<file path="src/rtl/lane_pack_pkg.sv">
// Shared widths, state type and word type for the lane word packer.
// Defaults match the 128-bit single-bit-per-lane array stage.
package lane_pack_pkg;
  localparam int LANES   = 8;
  localparam int BEATS   = 16;
  localparam int WORD_W  = LANES * BEATS;
  localparam int CNT_W   = $clog2(BEATS);
  localparam int BEATS_W = $clog2(BEATS + 1);

  typedef enum logic {
    FILL,
    HOLD
  } pack_state_e;

  typedef logic [WORD_W-1:0] packed_word_t;
endpackage

</file>
<file path="src/rtl/lane_word_packer_out_reg.sv">
// Valid/ready holding register for finished words.
// free is high when a word may load this cycle.
module lane_out_reg #(
  parameter int W  = 128,
  parameter int BW = 5
) (
  input  logic          clk,
  input  logic          rst,
  input  logic          load,
  input  logic [W-1:0]  word,
  input  logic [BW-1:0] beats,
  input  logic          out_ready,
  output logic          out_valid,
  output logic [W-1:0]  out_word,
  output logic [BW-1:0] out_beats,
  output logic          free
);
  assign free = !out_valid || out_ready;

  always_ff @(posedge clk) begin
    if (rst) begin
      out_valid <= 1'b0;
      out_word  <= '0;
      out_beats <= '0;
    end else if (load) begin
      out_valid <= 1'b1;
      out_word  <= word;
      out_beats <= beats;
    end else if (out_ready) begin
      out_valid <= 1'b0;
    end
  end
endmodule

</file>
<file path="src/rtl/lane_word_packer.sv">
// Packs BEATS lane samples into one wide word, with flush
// to close a partial word early and a double-buffered output.
module lane_word_packer
  import lane_pack_pkg::*;
#(
  parameter int LANES = lane_pack_pkg::LANES,
  parameter int BEATS = lane_pack_pkg::BEATS
) (
  input  logic                     clk,
  input  logic                     rst,
  input  logic                     in_valid,
  output logic                     in_ready,
  input  logic [LANES-1:0]         in_lanes,
  input  logic                     flush,
  output logic                     out_valid,
  input  logic                     out_ready,
  output logic [LANES*BEATS-1:0]   out_word,
  output logic [$clog2(BEATS+1)-1:0] out_beats
);
  localparam int W  = LANES * BEATS;
  localparam int CW = (BEATS > 1) ? $clog2(BEATS) : 1;
  localparam int BW = $clog2(BEATS + 1);

  pack_state_e   state, state_nx;
  logic [W-1:0]  acc, merged, ld_word;
  logic [CW-1:0] cnt;
  logic [BW-1:0] hold_beats, fill_beats, ld_beats;
  logic          accept, last, close, free, load;

  assign in_ready = (state == FILL) && !rst;
  assign accept   = in_valid && in_ready;
  assign last     = (cnt == CW'(BEATS - 1));
  assign close    = (state == FILL) &&
                    ((accept && last) ||
                     (flush && (cnt != '0 || accept)));
  assign fill_beats = BW'(cnt) + BW'(accept);

  always_comb begin
    merged = acc;
    if (accept) merged[cnt*LANES +: LANES] = in_lanes;
  end

  // FILL loads the merged word straight through; HOLD drains acc.
  always_comb begin
    load     = 1'b0;
    ld_word  = merged;
    ld_beats = fill_beats;
    state_nx = state;
    unique case (state)
      FILL: begin
        if (close && free) load = 1'b1;
        else if (close)    state_nx = HOLD;
      end
      HOLD: begin
        ld_word  = acc;
        ld_beats = hold_beats;
        if (free) begin
          load     = 1'b1;
          state_nx = FILL;
        end
      end
      default: state_nx = FILL;
    endcase
  end

  always_ff @(posedge clk) begin
    if (rst) state <= FILL;
    else     state <= state_nx;
  end

  always_ff @(posedge clk) begin
    if (rst) begin
      acc        <= '0;
      cnt        <= '0;
      hold_beats <= '0;
    end else if (state == FILL) begin
      if (close) begin
        acc        <= free ? '0 : merged;
        cnt        <= '0;
        hold_beats <= fill_beats;
      end else if (accept) begin
        acc <= merged;
        cnt <= cnt + 1'b1;
      end
    end else if (free) begin
      acc <= '0;
    end
  end

  lane_out_reg #(
    .W  (W),
    .BW (BW)
  ) u_out (
    .clk       (clk),
    .rst       (rst),
    .load      (load),
    .word      (ld_word),
    .beats     (ld_beats),
    .out_ready (out_ready),
    .out_valid (out_valid),
    .out_word  (out_word),
    .out_beats (out_beats),
    .free      (free)
  );
endmodule

</file>
<file path="config.mk">
export PLATFORM = sky130hd
export DESIGN_NAME = lane_word_packer
export DESIGN_NICKNAME = d
export VERILOG_FILES = /design/src/rtl/lane_pack_pkg.sv /design/src/rtl/lane_word_packer_out_reg.sv /design/src/rtl/lane_word_packer.sv
export SDC_FILE = /design/constraint.sdc
export NUM_CORES = 1
export LEC_CHECK = 0
export ABC_CLOCK_PERIOD_IN_PS = 3000
export CORE_ASPECT_RATIO = 0.8
export CORE_UTILIZATION = 30
export CTS_BUF_LIST = sky130_fd_sc_hd__clkbuf_4 sky130_fd_sc_hd__clkbuf_8 sky130_fd_sc_hd__clkbuf_16
export CTS_CLUSTER_SIZE = 16
export DETAILED_ROUTE_END_ITERATION = 7
export DONT_BUFFER_PORTS = 1
export GPL_ROUTABILITY_DRIVEN = 0
export MAX_ROUTING_LAYER = met4
export PLACE_DENSITY = 0.56
export SLEW_MARGIN = 20
export SYNTH_ARGS = -nofsm -noshare
export SYNTH_HDL_FRONTEND = slang
export SYNTH_SLANG_ARGS = --single-unit
</file>
<file path="constraint.sdc">
create_clock -name clk -period 3 [get_ports clk]
set_clock_uncertainty 0.05 [all_clocks]
set_input_delay 0.3 -clock clk [delete_from_list [all_inputs] [get_ports clk]]
set_output_delay 0.3 -clock clk [all_outputs]
set_load 0.05 [all_outputs]
</file>
## After elaboration in Yosys (flattened, before gate mapping)

Cells that the tools add are included.

- Shift-type cells: 2
- Equality and inequality tests: 2
- Add/sub/neg operators: 3
- Bitwise operators: 1
- Reductions and logical operators: 18
- Multiplexer cells: 20

Operator list:

| operator | count |
|---|---|
| $mux 128 | 7 |
| $bwmux 128 | 1 |
| $shift 8x34->128 const A | 1 |
| $shiftx 8x34->128 | 1 |
| $neg 7->34 | 1 |
| $mux 4 | 2 |
| $mux 1 | 7 |
| $logic_and 1x1->1 | 6 |
| $reduce_and 2->1 | 3 |
| $add 4x1->5 | 1 |
| $mux 5 | 1 |
| $add 4x1->4 const B | 1 |
| $eq 4x4->1 const B | 1 |
| $pmux 1 s2 | 2 |
| $reduce_bool 2->1 | 2 |
| $reduce_bool 4->1 | 1 |
| $logic_or 1x1->1 | 3 |
| $reduce_bool 3->1 | 1 |
| $logic_not 1->1 | 2 |
| $ne 2x1->1 const B | 1 |
| $not 1->1 | 1 |

- Word-level logic and storage cells: 53
- Register bits after elaboration: 272
- Output and inout port bits: 135
- Input port bits: 13

## Logic depth before layout (Yosys ltp)

Gate-level depths: netlist (run 1).

- Word-level depth: 11
- Depth in mapped cells: 12
- Depth with buffers taken out: 7

## Modules after synthesis

From an unflattened synthesis (run 1), not the netlist that was laid out.

- Cells, all modules: 1265
- Area, all modules: 12057.8 um^2

Modules (own cells, without submodules):

| module | cells an instance | times used | area each (um^2) |
|---|---|---|---|
| lane_word_packer | 832 | 1 | 7328.3 |
| lane_out_reg | 433 | 1 | 4729.5 |

## Worst setup path after synthesis (run 1)

OpenSTA, ideal clock, no wires.

- Path type: register -> register
- Start: register cnt[0]
- End: register u_out.out_word[124]
- Path buffers: 3
- Library setup time: 0.137 ns
- Cell stages (with the launch flop): 11
- Required time: 2.813 ns
- Arrival time: 2.754 ns
- Path slack: 0.059 ns
- Cells stage by stage: dfxtp_1 -> clkbuf_1 -> nor3_1 -> ha_1 -> or4b_1 -> buf_2 -> a211o_4 -> nor3_4 -> buf_6 -> mux2i_1 -> a211oi_2

- Cells in the longest elaborated chain, start to end: 8
- Elaborated cells on any way between the ends: 16
- Those cells by class: add/sub (1); eq/ne (1); shift (2); mux (5); reduce/logical (7)

RTL lines:

| what | line | source |
|---|---|---|
| start, declared | lane_word_packer.sv:26 | `logic [CW-1:0] cnt;` |
| start signal, assigned | lane_word_packer.sv:83 | `cnt <= cnt + 1'b1;` |
| branches (longest 8 deep; another with $neg 7->34) | -- |  |
| end signal, assigned | lane_word_packer_out_reg.sv:27 | `out_word <= word;` |
| end, declared | lane_word_packer_out_reg.sv:14 | `output logic [W-1:0] out_word,` |

Several ways; the timed one is not identified.
A chain may end at the register's enable or synchronous reset.

## Final worst setup path (run 1)

- Start: register cnt[0]
- End: register acc[39]

- Cells in the longest elaborated chain, start to end: 7
- Elaborated cells on any way between the ends: 18
- Those cells by class: add/sub (1); eq/ne (1); shift (2); mux (6); reduce/logical (8)

RTL lines:

| what | line | source |
|---|---|---|
| $neg 7->34 or $reduce_bool 4->1 (tied branches) | lane_word_packer.sv:40, lane_word_packer.sv:35 |  |
| $shiftx 8x34->128, or another cell as far along | lane_word_packer.sv:40 | `if (accept) merged[cnt*LANES +: LANES] = in_lanes;` |
| $bwmux 128 or $logic_and 1x1->1 (tied branches) | lane_word_packer.sv:40, lane_word_packer.sv:35 |  |
| $mux 128 or $logic_or 1x1->1 (tied branches) | lane_word_packer.sv:40, lane_word_packer.sv:34 |  |
| $mux 128, or another cell as far along | lane_word_packer.sv:81 | `end else if (accept) begin` |
| $mux 128 or $reduce_bool 3->1 (tied branches) | -- |  |
| $mux 128 or $reduce_and 2->1 (tied branches) | -- |  |
| end signal, assigned | lane_word_packer.sv:78 | `acc <= free ? '0 : merged;` |
| end signal, assigned | lane_word_packer.sv:82 | `acc <= merged;` |
| end, declared | lane_word_packer.sv:25 | `logic [W-1:0] acc, merged, ld_word;` |

Parallel ways exist; a longest one is shown, timed or not. The select of a mux whose other input is x is not followed.

==> results of run 1 <==
## through the flow
| step | hold slack, ns | power [mW] |
|---|---|---|
| floorplan | 0.3687 | 5.020 |
| global placement | 0.3342 | 5.252 |
| finish | 0.01691 | 8.953 |
| detailed placement | 0.3331 | 5.259 |
| CTS | 0.004721 | 9.027 |
| global route | 0.01951 | 9.285 |
## layer usage
metal  wire [µm]  track usage, %  vias to the layer above
met5           0               -                        -
met4        1339           6.410                        0
met2       16670           29.66                      418
met3        4269           6.510                       68
met1       18560           29.98                     4717
li1            -               -                     4597
## sequential cells by signal (all words and copies together), names as in the netlist
signal and count:
acc 128, cnt 4, hold_beats 5, state 1
u_out.out_beats 5, u_out.out_valid 1, u_out.out_word 128
## power breakdown
group | leakage, nW | switching, mW | internal [mW]
combinational | 1.77 | 0.560 | 0.278
sequential | 2.21 | 0.680 | 3.77
clock | 0.486 | 1.46 | 2.20
total | 4.47 | 2.70 | 6.25
## cells by family (layout without fill, tap and decap cells)
group,count (synthesis),in the layout
AOI/OAI and AO/OA,377,377
xor gates and xnor gates,7,7
adders and majority gates,5,5
buffers and inverters,109,135
DFF,272,272
muxes,23,23
other,0,3
and+or+nand+nor,450,450
## final cells by class
cell class	instances	area (µm²)	area share [%]
Multi-Input combinational cell	862	5304	40.51
Tap cell	480	600.6	4.587
Antenna cell	3	7.507	0.05733
Timing Repair Buffer	79	752.0	5.743
Sequential cell	272	5445	41.59
Inverter	7	26.28	0.2007
Clock inverter	7	110.1	0.8409
Clock buffer	42	848.3	6.479
## repair_timing
item	4_1_cts	5_1_grt
endpoints found under the setup margin	0	22
hold buffers	14	0
hold endpoints to repair	221	0
resized for setup	0	4
## layout by cell type, fill, tap and decap left out, types with 9 or more instances in the layout
cell type,n
and3_1,12
clkbuf_4,9
clkbuf_16,29
a311oi_1,23
o2bb2ai_1,41
nor2_1,165
nor3_1,58
a22o_1,53
buf_4,59
a21oi_1,69
dlygate4sd3_1,9
mux2i_1,23
o21ai_1,14
dfxtp_1,272
nand2_1,129
a32o_1,30
buf_12,9
nand3_1,30
a211oi_1,107
## worst max path at each step
stage	slack, ns	startpoint	endpoint
3_5_place_dp	0.07	cnt[0]	acc[111]
4_1_cts	0.06	cnt[0]	acc[104]
2_1_floorplan	0.06	cnt[0]	u_out.out_word[124]
6_report	0.11	cnt[0]	acc[39]
5_1_grt	-0.0004	cnt[0]	u_out.out_word[46]
3_3_place_gp	0.09	cnt[0]	acc[106]
## worst register-to-register path, cell delays in order (launching register included)
cell	delay, ns
dfxtp_1	0.42
nor3_1	0.09
ha_1	0.30
buf_4	0.14
nand4bb_1	0.29
or3_1	0.48
nor2_2	0.33
mux2i_1	0.48
o21ai_0	0.17
==> impl_metrics.env, run 1 <==
export IMPL_status="completed"
export IMPL_path_max_fanout=7
export IMPL_grt_pass1_wl_um=60310
export IMPL_clk_latency_ns=0.56
export IMPL_core_area_mm2=0.03630
export IMPL_worstHoldStart="in_lanes[4]"
export IMPL_cts_tree="done"
export IMPL_netlist_area_mm2=0.01118
export IMPL_netlist_area_leader_share_pct=48.71
export IMPL_via_count=9800
export IMPL_dpl_cell_area_mm2=0.01192
export IMPL_worstPathRequired_ns=3.36
export IMPL_synth_nets=1261
export IMPL_fillers=3729
export IMPL_yosysTopAreaCell="dfxtp_1"
export IMPL_clkTransAtPathRegs_ns=0.06
export IMPL_fin_area_mm2=0.01309
export IMPL_avgRoutedWirePerCell_um=23.31
export IMPL_hold_class="in -> reg"
export IMPL_cellPowerDensity_mw_per_mm2=683.8
export IMPL_utilization_pct=36.07
export IMPL_synth_area_leaders="dfxtp_1 49%, a211oi_1 7.3%, nor2_1 5.5%"
export IMPL_synth_seq_cells=272
export IMPL_setup_viol=0
export IMPL_synth_compound_area_share_pct=25.79
export IMPL_grt_max_degree=145
export IMPL_synth_seq_area_share_pct=48.71
export IMPL_numPortBuffers=0
export IMPL_reg2reg_depth=8
export IMPL_path_buf_inv=1
export IMPL_worst_hold_path_endpoint="u_out.out_word[84]"
export IMPL_die_y_um=174.7
export IMPL_critPathKind="reg -> reg"
export IMPL_tightest_slew_ns=1.157
export IMPL_synth_common_cells="272 x dfxtp_1, 165 x nor2_1, 129 x nand2_1"
export IMPL_nNetsFinal=1268
export IMPL_synth_most_common_cell="dfxtp_1"
export IMPL_yosysWarnings=0
export IMPL_ys_flop_type="dfxtp_1"
export IMPL_place_hpwl_um=26070
export IMPL_whs_path_depth=2
export IMPL_r2r_end="acc[39]"
export IMPL_postCtsSetupBuffers=0
export IMPL_placedCellCount=1686
export IMPL_async_reset_ff_share_pct=0
export IMPL_peakVddDrop_mv=0.4344
export IMPL_antenna_found_initial=1
export IMPL_fin_cells=1752
export IMPL_netlist_instances=1243
export IMPL_gr_usage_all_layers_pct=21.57
export IMPL_ant_nets=0
export IMPL_synthXorXnorAreaFrac_pct=0.5484
export IMPL_avgViaCountPerCell=5.594
export IMPL_synth_mux_area_share_pct=2.059
export IMPL_die_area_mm2=0.03805
export IMPL_layout_setup_ws_ns=0.1067
export IMPL_post_route_period_util_pct=96.44
export IMPL_slowest_stage="or3_1"
export IMPL_grt_ovfl_total=0
export IMPL_cts_buffers_inserted=28
export IMPL_first_global_vias=9303
export IMPL_cts_buffer_depth=3
export IMPL_arrival_ns=3.25
export IMPL_period_needed_ns=2.893
export IMPL_synth_top_family_by_area="compound AO/OA/AOI/OAI gates"
export IMPL_area_growth_syn_to_layout_pct=17.12
export IMPL_crit_cells=8
export IMPL_drc=0
export IMPL_leakage_nw=4.468
export IMPL_htree_levels=1
export IMPL_r2r_start="cnt[0]"
export IMPL_firstDrtPassIters=7
export IMPL_maxCapViolations=0
export IMPL_yosys_area_share_adder_pct=0.5596
export IMPL_synth_simple_area_share_pct=18.20
export IMPL_post_place_ws_ns=0.07483
export IMPL_rrSetupSlack_ns=0.11
export IMPL_ioPinCount=148
export IMPL_achievable_frequency_ghz=0.3456
export IMPL_clock_root_buffer="clkbuf_16"
export IMPL_clock_sinks=272
export IMPL_cp_start_kind="flop"
export IMPL_avgSynthCellArea_um2=8.994
export IMPL_crit_path_max_incr_delay_ns=0.48
export IMPL_cp_cell_sequence="nor3_1, ha_1, buf_4, nand4bb_1, or3_1, nor2_2, mux2i_1, o21ai_0"
export IMPL_synth_cell_types=65
export IMPL_slew_headroom_pct=22.59
export IMPL_drive_gt1_share_pct=11.82
export IMPL_drt_iter0_markers=891
export IMPL_routed_wl_um=40840
export IMPL_cp_top_family="simple AND/OR/NAND/NOR gates"
export IMPL_hold_violations=0
export IMPL_setup_tns_ns=0
export IMPL_worstSetupEndpointType="flop"
export IMPL_initial_utilization_pct=30.79
export IMPL_synth_edff_count=0
export IMPL_die_width_um=217.8
export IMPL_slew_violations=0
export IMPL_rows=62
Power figures use the tool's default switching activity.
==> run 2: changes to the inputs <==
==> constraint.sdc (replaced) <==
create_clock -name clk -period 3 [get_ports clk]
set_clock_uncertainty 0.05 [all_clocks]
set_input_delay 0.3 -clock clk [delete_from_list [all_inputs] [get_ports clk]]
set_output_delay 0.3 -clock clk [all_outputs]
set_load 0.005 [all_outputs]
==> run 2 against run 1 <==
  * First-iteration DRC count rose by 4.2%
  * Global-route usage barely moved
  * Via count rose by 0.47%
  * Non-clock buffer count fell by 5
  * Final cell count fell by 0.40%
  * Sequential power fell by 11%
  * Critical path depth fell by 1
  * Final area fell by 0.33%
  * Die area did not move
  * Fmax rose by 1.9%
  * Critical endpoint is now acc[108]
==> impl_metrics.env, run 2 (synthesis gave the netlist of run 1 again) <==
export IMPL_worstSetupEndpointType="flop"
export IMPL_drc=0
export IMPL_postCtsSetupBuffers=0
export IMPL_rrSetupSlack_ns=0.16
export IMPL_peakVddDrop_mv=0.4488
export IMPL_cellPowerDensity_mw_per_mm2=640.6
export IMPL_critPathKind="reg -> reg"
export IMPL_clock_sinks=272
export IMPL_die_area_mm2=0.03805
export IMPL_firstDrtPassIters=5
export IMPL_cp_start_kind="flop"
export IMPL_achievable_frequency_ghz=0.3522
export IMPL_ant_nets=0
export IMPL_status="completed"
export IMPL_path_max_fanout=13
export IMPL_via_count=9846
export IMPL_die_y_um=174.7
export IMPL_dpl_cell_area_mm2=0.01194
export IMPL_cts_buffer_depth=3
export IMPL_fin_cells=1745
export IMPL_nNetsFinal=1263
export IMPL_place_hpwl_um=26080
export IMPL_drt_iter0_markers=928
export IMPL_utilization_pct=35.95
export IMPL_slew_violations=0
export IMPL_setup_viol=0
export IMPL_gr_usage_all_layers_pct=21.58
export IMPL_reg_top3="acc x128, u_out.out_word x128"
export IMPL_area_growth_syn_to_layout_pct=16.73
export IMPL_slew_headroom_pct=23.62
export IMPL_clock_root_buffer="clkbuf_16"
export IMPL_rows=62
export IMPL_hold_violations=0
export IMPL_fin_area_mm2=0.01305
export IMPL_rsz0062_at_grt="false"
export IMPL_cts_tree="done"
export IMPL_drive_gt1_share_pct=11.64
export IMPL_first_global_vias=9141
export IMPL_leakage_nw=4.430
export IMPL_hold_class="in -> reg"
export IMPL_grt_max_degree=145
export IMPL_avgViaCountPerCell=5.642
export IMPL_numPortBuffers=0
export IMPL_tightest_slew_ns=1.142
export IMPL_final_cell_mix="272 x dfxtp_1, 165 x nor2_1, 129 x nand2_1"
export IMPL_ioPinCount=148
export IMPL_post_route_period_util_pct=94.65
export IMPL_grt_ovfl_total=0
export IMPL_clkTransAtPathRegs_ns=0.07
export IMPL_htree_levels=1
export IMPL_placedCellCount=1684
export IMPL_initial_utilization_pct=30.79
export IMPL_clk_latency_ns=0.55
export IMPL_worstPathRequired_ns=3.39
export IMPL_grt_pass1_wl_um=60640
export IMPL_die_width_um=217.8
export IMPL_final_common_cell="dfxtp_1"
export IMPL_setup_tns_ns=0
export IMPL_avgRoutedWirePerCell_um=23.39
export IMPL_maxCapViolations=0
export IMPL_period_needed_ns=2.840
export IMPL_core_area_mm2=0.03630
export IMPL_arrival_ns=3.23
export IMPL_routed_wl_um=40820
export IMPL_cts_buffers_inserted=27
export IMPL_antenna_found_initial=3
==> run 2: cell count changes in the layout (fill, tap and decap cells not counted), sizes merged <==
cell / before / now
clkinvlp: 0 / 1
a22o: 54 / 55
dlygate4sd3: 9 / 7
buf: 70 / 67
bufinv: 3 / 4
clkinv: 4 / 6
clkbuf: 42 / 36
diode: 3 / 2
==> run 2: per-layer routing <==
| layer | part of all wire, % | routed length (µm) | up-vias | track usage (%) |
|---|---|---|---|---|
| li1 | - | - | 4602 | - |
| met2 | 42 | 17090 | 390 | 30.32 |
| met3 | 10 | 4105 | 47 | 6.458 |
| met4 | 1.6 | 640 | 0 | 3.788 |
| met5 | 0 | 0 | - | - |
| met1 | 46 | 18980 | 4807 | 30.46 |
==> run 2: final cells by class <==
cell class,count,area (µm²)
Fill cell,3709,23250
Sequential cell,272,5445
Multi-Input combinational cell,863,5331
Clock buffer,36,768.2
Timing Repair Buffer,74,715.7
Tap cell,480,600.6
Clock inverter,11,157.7
Inverter,7,26.28
Antenna cell,2,5.005
==> run 2: stage by stage <==
stage / setup slack [ns] / power [mW] / hold slack [ns]
2_1_floorplan: 0.05869 / 4.495 / 0.3687
3_3_place_gp: 0.1127 / 4.738 / 0.3366
3_5_place_dp: 0.07166 / 4.747 / 0.3382
4_1_cts: 0.04752 / 8.423 / 0.001744
5_1_grt: 0.008904 / 8.689 / 0.02422
6_report: 0.1604 / 8.360 / 0.02191
==> run 2: worst max-delay path, stage by stage (launching register included) <==
cell	delay, ns
dfxtp_1	0.35
nor3_1	0.20
ha_1	0.28
or4b_4	0.61
a211o_4	0.43
nor2_1	0.24
o21ai_1	0.25
a22o_1	0.30
==> run 2: repair_timing <==
item | 4_1_cts | 5_1_grt
hold buffers | 11 | 0
hold endpoints to repair | 220 | 0
setup endpoints to repair | 0 | 32
gates resized for setup | 0 | 5
==> run 2: final timing paths <==
path            startpoint                  to  cells after the start
min reg2reg  hold_beats[0]       hold_beats[0]                      2
max reg2reg         cnt[0]            acc[108]                      7
max                 cnt[0]            acc[108]                      7
min            in_lanes[3]  u_out.out_word[99]                      3
==> run 2: report_power, final <==
group | internal (mW) | total, mW | switching, mW
combinational | 0.278 | 0.843 | 0.565
sequential | 3.78 | 3.94 | 0.162
clock | 2.13 | 3.58 | 1.45
total | 6.19 | 8.36 | 2.17
